**config.mk**
```make
export PLATFORM = sky130hd
export DESIGN_NAME = imm_gen_queue
export DESIGN_NICKNAME = d
export VERILOG_FILES = /design/src/rtl/imm_gen_queue.sv
export SDC_FILE = /design/constraint.sdc
export NUM_CORES = 1
export LEC_CHECK = 0
export BUFFER_PORTS_ARGS = -buffer_cell sky130_fd_sc_hd__buf_2
export CORE_AREA = 2 2 122 154
export DETAILED_ROUTE_END_ITERATION = 12
export DIE_AREA = 0 0 124 156
export GPL_ROUTABILITY_DRIVEN = 0
export MAX_ROUTING_LAYER = met4
export PLACE_DENSITY_LB_ADDON = 0.1
export SYNTH_ARGS = -nofsm -noshare
export SYNTH_HDL_FRONTEND = slang
export SYNTH_SLANG_ARGS = --single-unit
```
**constraint.sdc**
```tcl
create_clock -name clk -period 3 [get_ports clk]
set_clock_uncertainty 0.2 [all_clocks]
set_input_delay 0.3 -clock clk [delete_from_list [all_inputs] [get_ports clk]]
set_output_delay 0.3 -clock clk [all_outputs]
set_load 0.01 [all_outputs]
```
**src/rtl/imm_gen_queue.sv**
```systemverilog
// Decode-stage immediate extender for RV32/RV64 with a small tagged FIFO
// between decode and execute (valid/ready on both sides, synchronous flush).

module imm_gen_queue #(
  parameter int unsigned XLEN    = 32,
  parameter int unsigned DEPTH   = 2,
  parameter int unsigned TAG_W   = 32,
  parameter int unsigned EXTOP_W = 6
) (
  input  logic                         clk,
  input  logic                         rstn,
  input  logic                         flush,
  input  logic                         in_valid,
  output logic                         in_ready,
  input  logic [31:0]                  in_inst,
  input  logic [EXTOP_W-1:0]           in_extop,
  input  logic [TAG_W-1:0]             in_tag,
  output logic                         out_valid,
  input  logic                         out_ready,
  output logic [XLEN-1:0]              out_imm,
  output logic [TAG_W-1:0]             out_tag,
  output logic                         out_illegal,
  output logic [$clog2(DEPTH+1)-1:0]   count
);

  localparam int unsigned CntW = $clog2(DEPTH + 1);
  localparam int unsigned PtrW = (DEPTH > 1) ? $clog2(DEPTH) : 1;

  localparam logic [5:0] OpShamt = 6'b100000;
  localparam logic [5:0] OpI     = 6'b010000;
  localparam logic [5:0] OpS     = 6'b001000;
  localparam logic [5:0] OpB     = 6'b000100;
  localparam logic [5:0] OpU     = 6'b000010;
  localparam logic [5:0] OpJ     = 6'b000001;

  if (XLEN != 32 && XLEN != 64) begin : g_bad_xlen
    $error("imm_gen_queue: XLEN must be 32 or 64");
  end
  if (EXTOP_W != 6) begin : g_bad_extop_w
    $error("imm_gen_queue: EXTOP_W must be 6");
  end
  if (DEPTH < 1) begin : g_bad_depth
    $error("imm_gen_queue: DEPTH must be at least 1");
  end

  // ---------------------------------------------------------------------------
  // Immediate decode
  // ---------------------------------------------------------------------------
  logic signed [31:0] simm;
  logic [5:0]         shamt;
  logic [XLEN-1:0]    dec_imm;
  logic               dec_illegal;
  logic               unused_opcode;

  assign unused_opcode = ^in_inst[6:0];
  assign shamt = (XLEN == 64) ? in_inst[25:20] : {1'b0, in_inst[24:20]};

  // All signed formats are built as 32-bit values, then sign-extended to XLEN.
  always_comb begin
    simm        = '0;
    dec_imm     = '0;
    dec_illegal = 1'b0;
    case (in_extop)
      OpShamt: dec_imm = XLEN'(shamt);
      OpI: begin
        simm    = 32'($signed(in_inst[31:20]));
        dec_imm = XLEN'(simm);
      end
      OpS: begin
        simm    = 32'($signed({in_inst[31:25], in_inst[11:7]}));
        dec_imm = XLEN'(simm);
      end
      OpB: begin
        simm    = 32'($signed({in_inst[31], in_inst[7], in_inst[30:25], in_inst[11:8], 1'b0}));
        dec_imm = XLEN'(simm);
      end
      OpU: begin
        simm    = $signed({in_inst[31:12], 12'b0});
        dec_imm = XLEN'(simm);
      end
      OpJ: begin
        simm    = 32'($signed({in_inst[31], in_inst[19:12], in_inst[20], in_inst[30:21], 1'b0}));
        dec_imm = XLEN'(simm);
      end
      default: dec_illegal = 1'b1;
    endcase
  end

  // ---------------------------------------------------------------------------
  // FIFO
  // ---------------------------------------------------------------------------
  logic [XLEN-1:0]  imm_mem [DEPTH];
  logic [TAG_W-1:0] tag_mem [DEPTH];
  logic             ill_mem [DEPTH];

  logic [PtrW-1:0] wr_ptr_q, wr_ptr_d;
  logic [PtrW-1:0] rd_ptr_q, rd_ptr_d;
  logic [CntW-1:0] count_q, count_d;
  logic            push, pop;

  // No fall-through: a full FIFO refuses input even if the head pops this cycle.
  assign in_ready  = (count_q < CntW'(DEPTH));
  assign out_valid = (count_q != '0);
  assign push      = in_valid && in_ready && !flush;
  assign pop       = out_valid && out_ready;

  assign out_imm     = imm_mem[rd_ptr_q];
  assign out_tag     = tag_mem[rd_ptr_q];
  assign out_illegal = ill_mem[rd_ptr_q];
  assign count       = count_q;

  always_comb begin
    wr_ptr_d = wr_ptr_q;
    rd_ptr_d = rd_ptr_q;
    count_d  = count_q;
    if (flush) begin
      wr_ptr_d = '0;
      rd_ptr_d = '0;
      count_d  = '0;
    end else begin
      if (push) begin
        wr_ptr_d = (wr_ptr_q == PtrW'(DEPTH - 1)) ? '0 : wr_ptr_q + 1'b1;
      end
      if (pop) begin
        rd_ptr_d = (rd_ptr_q == PtrW'(DEPTH - 1)) ? '0 : rd_ptr_q + 1'b1;
      end
      case ({push, pop})
        2'b10:   count_d = count_q + 1'b1;
        2'b01:   count_d = count_q - 1'b1;
        default: count_d = count_q;
      endcase
    end
  end

  always_ff @(posedge clk or negedge rstn) begin
    if (!rstn) begin
      wr_ptr_q <= '0;
      rd_ptr_q <= '0;
      count_q  <= '0;
    end else begin
      wr_ptr_q <= wr_ptr_d;
      rd_ptr_q <= rd_ptr_d;
      count_q  <= count_d;
    end
  end

  always_ff @(posedge clk or negedge rstn) begin
    if (!rstn) begin
      for (int i = 0; i < int'(DEPTH); i++) begin
        imm_mem[i] <= '0;
        tag_mem[i] <= '0;
        ill_mem[i] <= 1'b0;
      end
    end else if (push) begin
      imm_mem[wr_ptr_q] <= dec_imm;
      tag_mem[wr_ptr_q] <= in_tag;
      ill_mem[wr_ptr_q] <= dec_illegal;
    end
  end

endmodule
```
== Yosys cells after proc, flatten, opt, wreduce, memory -nomap -nowiden ==
Index checks and enable logic that the tools add are counted.
Word-level totals
  register bits: 134
  bits of input ports: 75
  output and inout bits: 69
Operators by class
  add/sub/neg operators: 4
  $lt $le $gt $ge: 4
  equal/unequal tests: 8
  multiplexer cells: 26
  bitwise operators: 2
  reduce and logical (&&, ||, !) cells: 10
Operators by type and width (number)
  two-way mux 32 bit: 7
  one-hot mux 32 bit (6 select lines): 1
  bitwise mux 64 bit: 2
  demux 32 bit (select 1 bit): 1
  two-way mux 1 bit: 11
  == test 6 x 1 -> 1 bit, second input constant: 1
  == test 6 x 2 -> 1 bit, second input constant: 1
  == test 6 x 3 -> 1 bit, second input constant: 1
  == test 6 x 4 -> 1 bit, second input constant: 1
  == test 6 x 5 -> 1 bit, second input constant: 1
  == test 6 bit, second input constant: 1
  nonzero test 2 bit: 3
  OR reduction 6 bit: 1
  >= comparator 2 bit, second input constant: 2
  logical AND 1 bit: 4
  inverter 1 -> 2 bit: 2
  one-hot mux 2 bit (2 select lines): 1
  nonzero test 3 bit: 1
  adder 1 bit, second input constant: 2
  adder 2 x 1 -> 2 bit, second input constant: 1
  bitwise mux 2 bit: 1
  == test 2 x 1 -> 1 bit, second input constant: 1
  == test 2 bit, second input constant: 1
  < comparator 2 x 1 -> 1 bit, second input constant: 1
  other kinds (5): 5

== Longest topological paths before layout ==
Gate-level depths: netlist of run 1.
  depth after elaboration: 6
  depth in mapped cells: 7
  gate-level depth less buffers: 5

== Worst setup path after synthesis of run 1 ==
Ideal clock, no wire load.
  path kind: input to register
  start point: in in_extop[5]
  end point: reg imm_mem[10] (netlist name)
  data arrival time: 1.702 ns
  data required time: 2.736 ns
  setup slack: 1.035 ns
  cell stages on the path: 7
  cell sequence: buf_6 > or4_4 > nor2_4 > a211o_4 > and3_1 > buf_6 > a22o_2
Between the ends
  longest elaborated chain between the ends: 3
  elaborated cells between the ends (all ways): 8
Ends and longest elaborated chain
  start: declaration: RTL line 16  | input logic [EXTOP_W-1:0] in_extop,
  == test 6 x 1 -> 1 bit, or another cell as far along
  one-hot mux 32 bit (6 select lines) *: RTL line 63  | case (in_extop)
  bitwise mux 64 bit *: RTL line 155  | imm_mem[wr_ptr_q] <= dec_imm;
  end signal: indexed assignment: RTL line 155
  end: declaration: RTL line 92  | logic [XLEN-1:0] imm_mem [DEPTH];
Every way passes the cells marked *; elsewhere a longest branch is shown, timed or not.
A chain may end at the register's enable or synchronous reset.

== Final worst setup path of run 1 ==
  start point: reg rd_ptr_q
  end point: out out_tag[30]
Between the ends
  longest elaborated chain between the ends: 4
Ends and longest elaborated chain
  start: declaration: RTL line 97  | logic [PtrW-1:0] rd_ptr_q, rd_ptr_d;
  start signal: assignment: RTL line 142  | rd_ptr_q <= rd_ptr_d;
  inverter 1 -> 2 bit (not written as such): RTL line 108  | assign out_tag = tag_mem[rd_ptr_q];
  two-way mux 32 bit (not written as such) (3 in a row): RTL line 108
  end: declaration: RTL line 21  | output logic [TAG_W-1:0] out_tag,
Every way passes these cells. The select of a mux whose other input is x is not followed.

==> results_dict.tcl, run 1 <==
set metrics [dict create \
    core_um2 17900 \
    hold_viol 0 \
    synthCells 650 \
    peakVddDrop_v 0.000313 \
    worstSetupPathType "flip-flop to output port" \
    cts_tree "done" \
    clock_latency_ns 0.41 \
    post-route-drc-count 0 \
    post-route-util 0.455 \
    wl_per_cell_um 15.7 \
    fin_crit_ns 2.50 \
    antenna_found_initial 1 \
    avgViaCountPerCell 4.79 \
    num_vias 5083 \
    initial_core_util 0.344 \
    wl_um 16700 \
    die_y_um 156 \
    syn_area_um2 6160 \
    drt_iter0_markers 267 \
    avgSynthCellArea_um2 9.47 \
    r2r_start "count[1]$_DFFE_PN0P_" \
    crit_chain "buf_4 > mux2_2 > buf_2" \
    cts_buffer_depth 2 \
    endpoint_kind "output port" \
    p_leak_nw 4.12 \
    cts_root_buffer "clkbuf_16" \
    drive_gt1_frac 0.319 \
    dp_hpwl_um 10700 \
    rsz0062_at_grt "false" \
    pwr_density_cell_nw_per_um2 658 \
    cts_sinks 134 \
    clk_transition_reported_paths_ns 0.06 \
    maxCapViolCount 0 \
    ys.flop_type "dfrtp_1" \
    final_net_count 894 \
    critPathSlowestCell "dfrtp_2" \
    yosysUniqueCellTypes 38 \
    track_usage 0.187 \
    post_cts_resize_count 0 \
    synth_warnings 0 \
    die_area_um2 19300 \
    ys_seq_elements 134 \
    clock.fmax_ghz 0.401 \
    syn_nets 725 \
    grt_pass1_vias 5341 \
    postSynth.asyncResetShare 1.00 \
    startpoint "rd_ptr_q$_DFFE_PN0P_" \
    ys_seq_area_frac 0.545 \
    numCtsBuffers 17 \
    slowest_delay_ns 0.66 \
    status "completed" \
    numPortBuffers 136 \
    min_from "in_inst[15]" \
    path_max_fanout 18 \
    hp-class "input pin to flip-flop" \
    tightest_slew_ns 0.791 \
    grt_pass1_wl_um 27100 \
    post-route-period-util 0.832 \
    maxSlewHeadroom 0.473 \
    report.final.slew_viol_count 0 \
    fin_tns_setup_ns 0 \
    setup_viol 0 \
    antenna_left 0 \
    die_w_um 124 \
    drt-pass1-iter-count 4 \
    ios 144 \
    worstPathRequired_ns 2.50 \
    grt.overflow.total 0 \
    worstPathArrival_ns 2.00 \
    cts.htree.levels 4 \
    power.total_mw 5.36 \
    synth-edff-count 0 \
    rows 55 \
    syn_to_final_growth_pct 32.4 \
    setup.worst_path.start_class "flip-flop" \
    grt_max_degree 85 \
]
==> cells in the final DEF, fill, tap and decap left out, types with 2 or more instances in the layout <==
cell	instances
xnor2_1	6
clkinvlp_4	2
nor3_1	5
mux2_2	67
or2_2	2
bufinv_16	4
dfrtp_1	133
buf_12	2
nor2_1	8
nor3b_1	3
and2_1	2
nand2b_1	2
clkinv_4	4
buf_4	9
a21oi_1	23
nand2_1	260
nor4b_1	2
clkbuf_16	17
nand3_1	7
a22oi_1	4
dlygate4sd3_1	45
o21ai_0	54
xor2_1	2
buf_2	135
clkinv_2	2
a22o_2	6
nor2b_1	3
==> metal layers <==
metal,track usage,vias up,wire (um)
met2,0.307,118,8310
met1,0.227,2472,7320
li1,-,2481,-
met4,0.0508,0,202
met3,0.0486,12,832
met5,-,-,0
==> final timing paths <==
path                                                 to  slack [ns]  cells past startpoint
worst max-delay path                        out_tag[30]        0.50                      3
worst min-delay path            imm_mem[15]$_DFFE_PN0P_        0.01                      3
worst max register to register  imm_mem[33]$_DFFE_PN0P_        0.79                      5
worst min register to register  imm_mem[42]$_DFFE_PN0P_        0.26                      2
max in group asynchronous       imm_mem[34]$_DFFE_PN0P_        1.39                      3
min in group asynchronous       imm_mem[46]$_DFFE_PN0P_        0.30                      2
==> state kept, by name (all words and copies together), names as in the netlist <==
signal	count
count	2
tag_mem	64
rd_ptr_q	1
wr_ptr_q	1
imm_mem	64
ill_mem	2
==> report_power, final <==
part | total (mW) | switching, mW | internal, mW
clock network | 2.23 | 0.807 | 1.42
logic | 0.919 | 0.493 | 0.426
registers | 2.21 | 0.138 | 2.07
total | 5.36 | 1.44 | 3.92
==> through the flow <==
stage	hold WS, ns	std cells	setup WS [ns]	cell area [um2]
floorplan	-0.196	650	1.03	6160
global placement	0.197	983	0.705	7060
detailed placement	0.219	983	0.672	7060
CTS	0.00175	1060	0.440	8150
global route	0.0260	1061	0.417	8150
finish	0.0132	1061	0.504	8150
==> area by class of cell <==
cell class	instances	area (um2)
Fill cell	1761	9740
Sequential cell	134	3350
Multi-Input combinational cell	473	2620
Timing Repair Buffer	192	1240
Clock buffer	18	439
Tap cell	228	285
Clock inverter	14	200
Inverter	1	3.75
Antenna cell	1	2.50
==> worst max-delay path: cells and delay by family (launching register included) <==
kind | cells | cell delay [ns]
buf+inv | 2 | 0.52
mux | 1 | 0.39
flops | 1 | 0.66
==> logic make-up after synthesis <==
logic type | synth area share
xor gates and xnor gates | 0.0114
muxes | 0.123
and+or+nand+nor | 0.203
buffers and inverters | 0.0315
AOI/OAI and AO/OA | 0.0872
DFF | 0.545
==> Yosys cell counts (5+ instances only) <==
cell | instances | area (um2)
nor3_1 | 6 | 30.0
nor2_1 | 8 | 30.0
a22o_2 | 6 | 60.1
a21oi_1 | 23 | 115
nand2_1 | 261 | 980
dfrtp_1 | 134 | 3350
clkbuf_1 | 32 | 120
o21ai_0 | 54 | 270
nand3_1 | 7 | 35.0
buf_2 | 5 | 25.0
xnor2_1 | 6 | 52.6
mux2_2 | 67 | 754
==> repair_timing <==
| action | 4_1_cts | 5_1_grt |
|---|---|---|
| hold buffers | 45 | 0 |
| setup endpoints to repair | 0 | 0 |
| buffers inserted | 0 | 0 |
| endpoints found under the hold margin | 169 | 0 |
(Power assumes the default switching activity.)
==> run 2, diff against run 1 <==
--- a/config.mk
+++ b/config.mk
@@ -5,10 +5,11 @@
 export SDC_FILE = /design/constraint.sdc
 export NUM_CORES = 1
 export LEC_CHECK = 0
+export ABC_AREA = 1
 export BUFFER_PORTS_ARGS = -buffer_cell sky130_fd_sc_hd__buf_2
-export CORE_AREA = 2 2 122 154
+export CORE_AREA = 2 2 126 159
 export DETAILED_ROUTE_END_ITERATION = 12
-export DIE_AREA = 0 0 124 156
+export DIE_AREA = 0 0 128 161
 export GPL_ROUTABILITY_DRIVEN = 0
 export MAX_ROUTING_LAYER = met4
 export PLACE_DENSITY_LB_ADDON = 0.1
==> constraint.sdc (replaced) <==
create_clock -name clk -period 2.1 [get_ports clk]
set_clock_uncertainty 0.2 [all_clocks]
set_input_delay 0.21 -clock clk [delete_from_list [all_inputs] [get_ports clk]]
set_output_delay 0.21 -clock clk [all_outputs]
set_load 0.01 [all_outputs]
==> run 2 against run 1 <==
Compared with the run above: worst hold slack improved by 0.048 ns; sequential power increased by 53%; combinational power increased by 96%; core utilization about the same; die area increased by 6.5%; largest cell class unchanged; cell count increased by 23%; flip-flop and latch count unchanged; setup slack got worse by 0.37 ns; via count increased by 15%; count of clock-buffer cells in the layout unchanged.
==> results_dict.tcl, run 2 <==
set metrics [dict create \
    p_leak_nw 5.14 \
    syn_to_final_growth_pct 32.5 \
    avgViaCountPerCell 4.48 \
    yosysUniqueCellTypes 27 \
    setup.worst_path.start_class "flip-flop" \
    drt_iter0_markers 340 \
    final_net_count 1132 \
    post-route-period-util 0.935 \
    die_area_um2 20600 \
    track_usage 0.181 \
    drt-pass1-iter-count 5 \
    endpoint_kind "output port" \
    initial_core_util 0.344 \
    ys.flop_type "dfrtp_1" \
    critPathSlowestCell "dfrtp_2" \
    fin_crit_ns 1.96 \
    setup_viol 0 \
    antenna_found_initial 0 \
    cts_sinks 134 \
    grt_pass1_wl_um 28700 \
    critical_path.top_delay_family "buffers and inverters" \
    rsz0062_at_grt "false" \
    critPathBufInv 3 \
    synth_area_leaders "dfrtp_1 51%, nand2_1 29%, o21ai_0 5.0%" \
    top_regs "imm_mem (64), tag_mem (64)" \
    die_w_um 128 \
    clock_latency_ns 0.41 \
    cts_root_buffer "clkbuf_16" \
    synth-edff-count 0 \
    die_y_um 161 \
    status "completed" \
    drive_gt1_frac 0.207 \
    antenna_left 0 \
    yosys.area.top_type "dfrtp_1" \
    worstPathRequired_ns 1.69 \
    num_vias 5857 \
    wl_per_cell_um 13.3 \
    ys_seq_elements 134 \
    clock.fmax_ghz 0.509 \
    fin_tns_setup_ns 0 \
    postCtsSetupRepairBufs 0 \
    worstSetupPathType "flip-flop to output port" \
    dp_hpwl_um 11100 \
    maxSlewHeadroom 0.610 \
    synthCells 872 \
    synth_common_cells "508 x nand2_1, 134 x dfrtp_1, 66 x o21ai_0, 52 x inv_1, 21 x nand3_2" \
    core_um2 19100 \
    n_antenna_cell 0 \
    wl_um 17400 \
    crit_chain "inv_4 > buf_12 > nand2_1 > nand2_1 > buf_2" \
    yosysMostFrequentCell "nand2_1" \
    cts_buffer_depth 2 \
    peakVddDrop_v 0.000471 \
    cts.htree.levels 4 \
    ios 144 \
    synth_top_area_share 0.511 \
    avgSynthCellArea_um2 7.53 \
    grt.overflow.total 0 \
    worstPathArrival_ns 1.55 \
    rows 57 \
    synth_warnings 0 \
    hold_viol 0 \
    power.total_mw 8.19 \
    ys_seq_area_frac 0.511 \
    pwr_density_cell_nw_per_um2 941 \
    grt_max_degree 68 \
    numPortBuffers 136 \
    report.final.slew_viol_count 0 \
    postSynth.asyncResetShare 1.00 \
    numCtsBuffers 17 \
    cts_tree "done" \
    hp-class "input pin to async pin" \
    syn_nets 947 \
    slowest_delay_ns 0.44 \
    syn_area_um2 6570 \
    layout_commonest_cell "nand2_1" \
    crit_top_cell "nand2_1" \
    maxCapViolCount 0 \
    post-route-drc-count 0 \
    tightest_slew_ns 0.585 \
    grt_pass1_vias 5742 \
    layout_common_cells "508 x nand2_1, 135 x buf_2, 133 x dfrtp_1" \
    path_max_fanout 26 \
    clk_transition_reported_paths_ns 0.06 \
]
run 2: where the power goes:
| part | total [mW] | internal [mW] | leakage [nW] | switching (mW) |
|---|---|---|---|---|
| clock | 3.01 | 1.81 | 0.289 | 1.20 |
| sequential | 3.38 | 3.11 | 1.76 | 0.268 |
| combinational | 1.80 | 0.730 | 3.09 | 1.07 |
run 2: per-layer routing:
layer  routed length, um  up-vias  track usage
li1                    -     3027            -
met1                8290     2678        0.236
met2                8330      137        0.291
met3                 593       15       0.0285
met4                 200        0       0.0584
met5                   0        -            -
run 2: metrics by stage:
stage          setup slack, ns  hold WS, ns  instance area, um2   util  instances
2_1_floorplan            0.494       -0.286                6570      -        872
3_3_place_gp             0.365      -0.0552                7460  0.390       1211
3_5_place_dp             0.344      -0.0589                7460  0.390       1211
4_1_cts                 0.0715       0.0546                8700  0.455       1306
5_1_grt                 0.0252       0.0848                8700  0.455       1306
6_report                 0.137       0.0615                8700  0.455       1306
run 2: logic make-up after synthesis:
| family | Yosys count | synth area share |
|---|---|---|
| XOR/XNOR | 2 | 0.00267 |
| AND/OR/NAND/NOR | 563 | 0.357 |
| flip-flops | 134 | 0.511 |
| AO/OA/AOI/OAI | 71 | 0.0564 |
| buffers and inverters | 102 | 0.0732 |
run 2: path summary, 6_finish.rpt:
kind / cells past startpoint / slack [ns] / endpoint / from
min in group clk: 5 / 0.08 / imm_mem[45]$_DFFE_PN0P_ / in_inst[31]
setup / recovery: 5 / 0.14 / out_imm[26] / rd_ptr_q$_DFFE_PN0P_
hold reg to reg: 2 / 0.28 / imm_mem[57]$_DFFE_PN0P_ / imm_mem[57]$_DFFE_PN0P_
hold / removal: 2 / 0.06 / tag_mem[54]$_DFFE_PN0P_ / rstn
setup reg to reg: 7 / 0.33 / tag_mem[48]$_DFFE_PN0P_ / count[1]$_DFFE_PN0P_
max in group asynchronous: 3 / 1.00 / tag_mem[32]$_DFFE_PN0P_ / rstn
run 2: final cells by class:
class	count	area (um2)
fill	2026	10400
sequential	134	3350
multi-input combinational	636	2730
timing repair buffer	211	1500
clock buffer	18	439
tap	236	295
inverter	57	219
clock inverter	14	163
run 2: timing repair:
action	CTS	global route
gates resized for setup	1	0
endpoints found under the hold margin	262	0
hold buffers	63	0
setup endpoints to repair	5	0
